<file path="src/rtl/dmem_pkg.sv">
// Shared constants for the data-memory arbiter and the RAM wrapper beside it.
// Owner codes tag which port issued the read that is in flight.
package dmem_pkg;

  localparam int DEF_AWIDTH = 8;
  localparam int DEF_DWIDTH = 16;

  typedef logic [1:0] owner_t;

  localparam owner_t OWN_NONE = 2'd0;
  localparam owner_t OWN_A    = 2'd1;
  localparam owner_t OWN_B    = 2'd2;

endpackage

</file>
<file path="src/rtl/dmem_arbiter.sv">
// Two-port arbiter in front of a single-ported RAM: A has default priority,
// B wins after MAX_WAIT consecutive denied cycles; read data is steered back by owner.
module dmem_arbiter
  import dmem_pkg::*;
#(
  parameter int AWIDTH   = DEF_AWIDTH,
  parameter int DWIDTH   = DEF_DWIDTH,
  parameter int MAX_WAIT = 4
) (
  input  logic              clk,
  input  logic              rst,
  input  logic              a_req,
  input  logic              a_we,
  input  logic [AWIDTH-1:0] a_addr,
  input  logic [DWIDTH-1:0] a_wdata,
  output logic              a_gnt,
  output logic              a_rvalid,
  output logic [DWIDTH-1:0] a_rdata,
  input  logic              b_req,
  input  logic              b_we,
  input  logic [AWIDTH-1:0] b_addr,
  input  logic [DWIDTH-1:0] b_wdata,
  output logic              b_gnt,
  output logic              b_rvalid,
  output logic [DWIDTH-1:0] b_rdata,
  output logic              m_rd,
  output logic              m_wr,
  output logic [AWIDTH-1:0] m_raddr,
  output logic [AWIDTH-1:0] m_waddr,
  output logic [DWIDTH-1:0] m_wdata,
  input  logic [DWIDTH-1:0] m_rdata
);

  localparam logic [3:0] WAIT_MAX = 4'(MAX_WAIT);

  logic [3:0]        wait_cnt;
  owner_t            rd_owner;
  logic              b_force;
  logic              win;
  logic              win_we;
  logic [AWIDTH-1:0] win_addr;
  logic [DWIDTH-1:0] win_wdata;

  assign b_force = (wait_cnt == WAIT_MAX);

  // Grants are masked during reset so the RAM sees no strobes.
  always_comb begin
    a_gnt = 1'b0;
    b_gnt = 1'b0;
    if (!rst) begin
      b_gnt = b_req && (!a_req || b_force);
      a_gnt = a_req && !b_gnt;
    end
  end

  assign win       = a_gnt | b_gnt;
  assign win_we    = b_gnt ? b_we    : a_we;
  assign win_addr  = b_gnt ? b_addr  : a_addr;
  assign win_wdata = b_gnt ? b_wdata : a_wdata;

  assign m_wr    = win &  win_we;
  assign m_rd    = win & ~win_we;
  assign m_waddr = m_wr ? win_addr  : '0;
  assign m_wdata = m_wr ? win_wdata : '0;
  assign m_raddr = m_rd ? win_addr  : '0;

  always_ff @(posedge clk) begin
    if (rst) begin
      wait_cnt <= '0;
      rd_owner <= OWN_NONE;
    end else begin
      if (b_req && !b_gnt)
        wait_cnt <= b_force ? WAIT_MAX : wait_cnt + 4'd1;
      else
        wait_cnt <= '0;
      if (m_rd)
        rd_owner <= b_gnt ? OWN_B : OWN_A;
      else
        rd_owner <= OWN_NONE;
    end
  end

  // A read issued just before reset must not surface while reset is held.
  assign a_rvalid = !rst && (rd_owner == OWN_A);
  assign b_rvalid = !rst && (rd_owner == OWN_B);
  assign a_rdata  = m_rdata;
  assign b_rdata  = m_rdata;

endmodule

</file>
<file path="config.mk">
export PLATFORM = sky130hd
export DESIGN_NAME = dmem_arbiter
export DESIGN_NICKNAME = d
export VERILOG_FILES = /design/src/rtl/dmem_pkg.sv /design/src/rtl/dmem_arbiter.sv
export SDC_FILE = /design/constraint.sdc
export NUM_CORES = 1
export LEC_CHECK = 0
export CAP_MARGIN = 20
export CORE_ASPECT_RATIO = 1.25
export CORE_MARGIN = 2
export CORE_UTILIZATION = 23
export DETAILED_ROUTE_END_ITERATION = 10
export PLACE_DENSITY = 0.79
export SLEW_MARGIN = 20
export SYNTH_ARGS = -nofsm -noshare
export SYNTH_HDL_FRONTEND = slang
export SYNTH_SLANG_ARGS = --single-unit
export TNS_END_PERCENT = 30
</file>
<file path="constraint.sdc">
create_clock -name clk -period 1.85 [get_ports clk]
set_input_delay 0.2775 -clock clk [delete_from_list [all_inputs] [get_ports clk]]
set_output_delay 0.2775 -clock clk [all_outputs]
set_load 0.005 [all_outputs]
</file>
==> key figures <==
Setup path
  – CP max stage delay: 320 ps
  – Worst path cell trace: inv_2 > ha_4 > and4b_4 > buf_6 > nor4b_4 > buf_6 > buf_6 > buf_6 > a32o_1 > buf_2
  – CP Launch Point: wait_cnt[1]$_SDFF_PP0_
  – Peak fanout along the critical path: 4
  – Worst Path Buf+Inv: 6
  – Crit-path leading delay family: buffers and inverters
  – Setup CP Type: reg2out
  – Req. time, crit path: 1570 ps
  – Worst reg2reg path startpoint: wait_cnt[1]$_SDFF_PP0_
  – Cell mode on critical path: buf_6
  – Crit. End Element: output port
  – Slowest stage cell, crit path: dfxtp_2
  – Startpoint types: flop
  – CP arrival: 1870 ps

Floorplan
  – Die H: 79.5 um
  – Num rows: 27
  – Die ar.: 5120 sq um
  – Die width: 64.4 um
  – Core region area: 4390 sq um
  – Initial Utilization: 0.239
  – Num ports: 140

Synth
  – Synth Register Bits: 6
  – Syn. warnings: 0
  – Yosys top cell area share: 0.229
  – Post-Syn Nets: 187
  – Synth Cell Area: 1050 sq um
  – Synth Instances: 115
  – Unique masters post-synth: 28
  – Top cells by area, synth: buf_4 (23%), a22o_1 (20%), dfxtp_1 (11%), a32o_1 (7.6%), and3_1 (4.8%)
  – Leading area contributor after synthesis: buf_4
  – Avg Cell Area, Syn: 9.12 sq um
  – Post-synthesis sequential area ratio: 0.115

Clocking
  – Root buf cell: clkbuf_8
  – Maximum root-to-sink buffer count: 2
  – Clock-pin slew on the worst setup and hold paths: 30 ps
  – CTS sink count: 6
  – Hold Buf Count CTS: 0
  – CTS tree: yes
  – CTS buffer count: 3
  – H-tree lvl count: 1
  – Insertion delay to the later sink of the worst-skew pair: 220 ps

Hold path
  – Hold Crit Class: reg2reg
  – Hold Path Origin: wait_cnt[0]$_SDFF_PP0_

STA
  – Tcrit/Tclk final: 1.16
  – Tmin final: 2150 ps
  – Hold Violations, Final: 0
  – Worst Tran Pin Value: 303 ps
  – Final worst slack: -296 ps
  – Final setup skew: 2.72 ps
  – Max-slew violations: 0
  – Fmax: 466 MHz
  – Endpoints failing setup: 34
  – Relative slew margins: 0.798
  – RSZ-0062 raised after global routing: true

GRT
  – Vias in the first global route: 1271
  – Pin count of the biggest net entering global routing: 21
  – First-pass GRT wire length: 6530 um
  – Antenna violations before repair: 0
  – GRT overflow: 0
  – Tot GR Track Use: 0.164

Layout
  – Share of cells above drive strength 1: 0.444
  – Area growth syn-to-layout: 87.9%
  – Design area: 1970 sq um
  – Nets: 281
  – Fill cells: 455
  – Diode count: 0
  – Most common cell after layout, fill and taps aside: clkdlybuf4s50_1
  – Most frequent cells in the layout: clkdlybuf4s50_1 (53), buf_2 (34), buf_4 (26)
  – Final design utilization: 0.449

Drt
  – Final WL: 4470 um
  – Post-route DRC: 0
  – Routed via count: 1267
  – Vias per cell: 4.78
  – Routed length per instance: 16.9 um
  – Drt first-iter violations: 50
  – DRT Pass-1 Iters: 4
  – Final ANT Viol Nets: 0

Placed design
  – Placed cell area: 1900 sq um
  – Hpwl dp: 3180 um
  – Routability congestion estimate: 0.751
  – Number of port buffers: 91
  – Pre-CTS setup slack: -638 ps

Status
  – Failing checks: setup timing
  – Status: finished, violations left

Power and ir drop
  – Peak VDD IR: 277 uV
  – Leakage: 0.954 nW
  – Pwr dens: 325 nW/um^2
  – Pwr Total: 641 uW

Flow run
  – Max Cap Viol: 0
## cell families (layout without fill, tap and decap cells)
| group | after synthesis | in the layout | synth area share |
|---|---|---|---|
| AO/OA/AOI/OAI | 36 | 36 | 0.331 |
| adder cells (fa/ha/maj) | 2 | 2 | 0.0239 |
| XOR/XNOR | 2 | 2 | 0.0167 |
| AND/OR/NAND/NOR | 25 | 25 | 0.197 |
| buffers and inverters | 44 | 136 | 0.317 |
| flip-flops | 6 | 6 | 0.115 |
## registers in the layout, indices dropped and copies added (netlist names)
name      count
rd_owner      2
wait_cnt      4
## tightest hold or removal path, delay by kind of cell (launching register included)
kind | cells | cell delay [ps]
flip-flops | 1 | 320
buffers and inverters | 1 | 110
AND/OR/NAND/NOR | 1 | 40
## where the power goes
group	switching, mW	internal [mW]	total, mW
combinational	0.109	0.204	0.313
sequential	0.00136	0.133	0.134
clock	0.0544	0.140	0.194
total	0.164	0.477	0.641
## per-layer routing
metal	share of wire	vias up	global-route usage
met2	0.48	74	0.290
met5	0	-	0
met4	0.030	0	0.0723
met1	0.37	579	0.180
li1	-	590	-
met3	0.11	24	0.0494
## cell usage after synthesis
master,n
a211oi_4,2
a21o_1,1
a21oi_2,1
a22o_1,24
a32o_1,8
and2_1,2
and3_1,8
and4b_4,1
buf_2,1
buf_4,32
buf_6,3
buf_8,2
clkbuf_1,2
clkbuf_2,1
dfxtp_1,6
ha_1,2
inv_1,3
nand2_1,1
nand3_1,1
nand3b_4,1
nand4b_1,1
nor2_1,4
nor3b_1,3
nor4b_4,1
nor4bb_4,1
or2_1,1
xnor2_1,1
xor2_1,1
## layout make-up
type,instances,area [sq um],share of cell area
Sequential cell,6,123,0.0622
Timing Repair Buffer,130,1090,0.554
Inverter,3,11.3,0.00571
Clock buffer,3,41.3,0.0210
Tap cell,58,72.6,0.0368
Multi-Input combinational cell,65,631,0.320
## repair_timing
item                       CTS  global route
hold endpoints to repair     0             0
buffers inserted            14             1
cloned                       2             0
pin swaps                   34             6
gates resized for setup    166             2
setup endpoints to repair   38            37
## metrics by stage
stage / instances / TNS [ps] / hold slack, ps
3_5_place_dp: 247 / -20590 / 513
4_1_cts: 266 / -7650 / 509
6_report: 265 / -5990 / 512
5_1_grt: 265 / -9550 / 541
3_3_place_gp: 247 / -19760 / 504
2_1_floorplan: 115 / 0 / 386
## final timing paths
path | end | slack, ps | cells after the start
worst max register to register | rd_owner[0]$_SDFF_PP0_ | 450 | 7
worst min register to register | wait_cnt[0]$_SDFF_PP0_ | 510 | 2
worst max-delay path | m_raddr[5] | -300 | 10
worst min-delay path | wait_cnt[0]$_SDFF_PP0_ | 510 | 2
Power figures use the tool's default switching activity.
==> variant 1: new RTL, same settings <==
Change the package constant `DEF_AWIDTH` from 8 to 10.
--- a/src/rtl/dmem_pkg.sv
+++ b/src/rtl/dmem_pkg.sv
@@ -4,3 +4,3 @@
 
-  localparam int DEF_AWIDTH = 8;
+  localparam int DEF_AWIDTH = 10;
   localparam int DEF_DWIDTH = 16;
Ports: changed (resized a_addr, b_addr, m_raddr and m_waddr); port bits go from 140 to 148. The function was not compared with the original's and may differ.
==> variant 1 against the original RTL <==
- the run still ends with negative setup slack left
- total power rose by 9.5%
- sequential cell count did not move
- global-route usage fell by 0.081 points
- first-iteration DRC count fell by 46%
- area after synthesis fell by 1.8%
- wire length fell by 1.0%
- die area fell by 1.7%
- critical path depth did not move
- via count rose by 4.9%
- register-to-register slack got worse by 0.05 ns
- cell area rose by 17%
- setup slack improved by 0.024 ns
- synthesized cell count rose by 7.8%
==> variant 1: results <==
outcome:
  outcome: "finished with violations"
  violations: "negative setup slack"
placement:
  hpwl_um: 3050
  gp_congestion: 0.811
  portBuffers: 99
global_route:
  grt_max_degree: 23
  first_global_vias: 1357
  grtUsageTotal: 0.163
layout:
  n_fill_cell: 400
  multi_input_area_um2: 732
  drive_gt1_frac: 0.509
  final_cells: 288
  finalNetCount: 308
pwr:
  switching_share: 0.265
worst_setup_path:
  cp.arrival_ns: 1.84
  cp_max_fo: 3
  rr_endpoint: "rd_owner[1]"
  r2r_slack_ns: 0.40
  rr_startpoint: "wait_cnt[0]"
sta:
  fin_hold_ws_ns: 0.509
  setup_ws_ns: -0.271
  setup-tns-final_ns: -7.63
  maxSlewHeadroom: 0.756
  setup_viol: 38
  finClkSkew_ns: 0.00313
drt:
  drt_iter0_markers: 27
  wl_per_cell_um: 15.4
logic_synthesis:
  synth_area_leaders: "buf_4, dfxtp_1, a32o_1, o2bb2ai_1, a22o_1"
  postSynthCellCount: 124
==> variant 1: changes by cell type after synthesis, moves of 7 or more <==
cell / unedited run / this run
a22o_1: 24 / 9
a22o_2: 0 / 7
o2bb2ai_1: 0 / 10
nand2_1: 1 / 11
and3_1: 8 / 0
==> variant 1: power groups by stage <==
stage / combinational, mW / clock, mW / sequential (mW)
2_1_floorplan: 0.143 / 0 / 0.136
3_3_place_gp: 0.315 / 0 / 0.136
3_5_place_dp: 0.318 / 0 / 0.136
4_1_cts: 0.348 / 0.205 / 0.134
5_1_grt: 0.397 / 0.212 / 0.135
6_report: 0.372 / 0.196 / 0.134
==> variant 1: cells by family after synthesis <==
family | Yosys count | synth area share
buffers and inverters | 46 | 0.310
AO/OA/AOI/OAI | 41 | 0.371
AND/OR/NAND/NOR | 27 | 0.162
flip-flops | 6 | 0.117
XOR/XNOR | 2 | 0.0170
adder cells (fa/ha/maj) | 2 | 0.0243
==> variant 1: per-layer routing <==
| metal | share of wire | wire, µm | vias up | GRT usage |
|---|---|---|---|---|
| li1 | - | - | 650 | - |
| met4 | 0.012 | 51 | 0 | 0.0500 |
| met5 | 0 | 0 | - | 0 |
| met1 | 0.37 | 1620 | 629 | 0.167 |
| met2 | 0.57 | 2500 | 41 | 0.322 |
| met3 | 0.056 | 247 | 9 | 0.0354 |
==> variant 1: layout make-up <==
| class | count | area share |
|---|---|---|
| repair buffers | 144 | 0.571 |
| multi-input cells | 72 | 0.318 |
| flip-flops and latches | 6 | 0.0533 |
| well taps | 58 | 0.0316 |
| clock buffers | 3 | 0.0180 |
| inverters | 5 | 0.00816 |
==> variant 1: timing repair <==
action / CTS / global route
buffers inserted: 17 / 9
endpoints found under the setup margin: 42 / 40
pin swaps: 12 / 21
gates resized for setup: 176 / 33
gates cloned: 3 / 0
==> variant 2: new RTL, same flow settings <==
Without the edit above. Make the reset (`rst`) asynchronous in one clocked block.
--- a/src/rtl/dmem_arbiter.sv
+++ b/src/rtl/dmem_arbiter.sv
@@ -66,3 +66,3 @@
 
-  always_ff @(posedge clk) begin
+  always_ff @(posedge clk or posedge rst) begin
     if (rst) begin
Check against the original RTL: same outputs for any inputs over 10 cycles, from zero or initial values and one cycle with rst high; that may be too few to reach the edited logic, so the function may still have changed.
==> variant 2 against the original RTL <==
- the run still ends with negative setup slack left
- sequential power is 4% higher
- area after synthesis is 26% higher
- sequential cell count stayed put
- wire length is 1.2% higher
- setup slack better by 0.11 ns
- cell area is 10% higher
- total power is 11% higher
- via count is 15% higher
- clock skew is 0.0021 ns higher
- largest cell class unchanged
- combinational power is 20% higher
- largest power group unchanged
==> variant 2: results <==
layout:
  inverters: 4
  finalNetCount: 336
  design_area_um2: 2170
  buffer_area_frac: 0.499
  seq_share: 0.0691
  drive_gt1_frac: 0.279
  n_fill_cell: 584
worst_hold_path:
  min_path_type: "input port to async pin"
global_route:
  grtUsageTotal: 0.143
  grt_first_pass_wirelength_um: 7120
  grt_max_degree: 26
  gr-usage-met3: 0.0353
  use_met2: 0.271
sta:
  finClkSkew_ns: 0.00479
  maxSlewHeadroom: 0.829
  setup-tns-final_ns: -5.06
  setup_ws_ns: -0.182
  setup_viol: 36
worst_setup_path:
  cp_max_fo: 9
  cp.arrival_ns: 1.75
logic_synthesis:
  synthMuxAreaShare: 0.250
  synth_compound_area_frac: 0.0380
  synth_area_leaders: "mux2i_1, nand2_1, buf_4, dfrtp_1, buf_12"
  synthAdderAreaFrac: 0.0190
  ys.flop_type: "dfrtp_1"
  synth_fp_nets: 253
  synth_common_cells: "nand2_1, mux2i_1, buf_4"
  ys_types: 25
  seq_area_frac_synth: 0.114
  async_flop_share: 1.00
  synth_xor_area_frac: 0
drt:
  num_vias: 1463
  drt_iter0_markers: 24
  totalWireLength_um: 4520
  wl_per_cell_um: 13.9
placement:
  dp.cells: 317
  gp_congestion: 0.717
  hpwl_um: 3390
pwr:
  cellLeakagePower_nw: 1.01
  max-vdd-ir-drop_mv: 0.380
  p_int_uw: 513
outcome:
  violations: "negative setup slack"
  outcome: "finished with violations"
clock_tree:
  cts_resized: 145
  post_cts_buffers: 5
die:
  dieWidth_um: 71.7
==> variant 2: cell count changes after synthesis, sizes merged, moves of 2 or more <==
cell	unedited run	this run
dfxtp	6	0
and3	8	1
a32o	8	0
nand2	1	68
a211oi	2	0
o21ai	0	2
buf	38	43
clkbuf	3	0
dfrtp	0	6
nor3	0	2
mux2i	0	33
a22o	24	1
==> variant 2: final timing paths <==
check	depth (start not counted)	start	endpoint	slack, ns
setup / recovery	8	wait_cnt[0]	b_gnt	-0.18
hold / removal	4	rst	rd_owner[1]	0.40
setup reg to reg	7	wait_cnt[0]	rd_owner[1]	0.46
hold reg to reg	2	wait_cnt[0]	wait_cnt[0]	0.54
max in group asynchronous	5	rst	wait_cnt[1]	1.24
min in group clk	2	wait_cnt[0]	wait_cnt[0]	0.54
==> variant 2: critical path, stage by stage, from the launching register on <==
cell	delay [ns]
dfrtp_1	0.36
inv_1	0.06
ha_2	0.21
nand3b_4	0.10
a21boi_4	0.18
buf_6	0.16
buf_16	0.13
and2_1	0.13
clkdlybuf4s15_2	0.20
==> variant 2: stage by stage <==
| stage | setup slack [ns] | total power, mW |
|---|---|---|
| global route | -0.284 | 0.759 |
| floorplan | 0.144 | 0.339 |
| detailed placement | -0.532 | 0.518 |
| CTS | -0.228 | 0.752 |
| global placement | -0.502 | 0.511 |
| finish | -0.182 | 0.715 |
==> variant 2: metal layers <==
layer	share of wire	up-vias
met5	0	-
met4	0.021	0
met3	0.10	15
met2	0.49	69
met1	0.39	659
li1	-	720
==> variant 2: power groups by stage <==
stage               clock network (mW)  registers, mW  logic, mW
floorplan                            0          0.143      0.196
global placement                     0          0.142      0.370
detailed placement                   0          0.142      0.376
CTS                              0.208          0.140      0.404
global route                     0.211          0.141      0.407
finish                           0.198          0.140      0.376
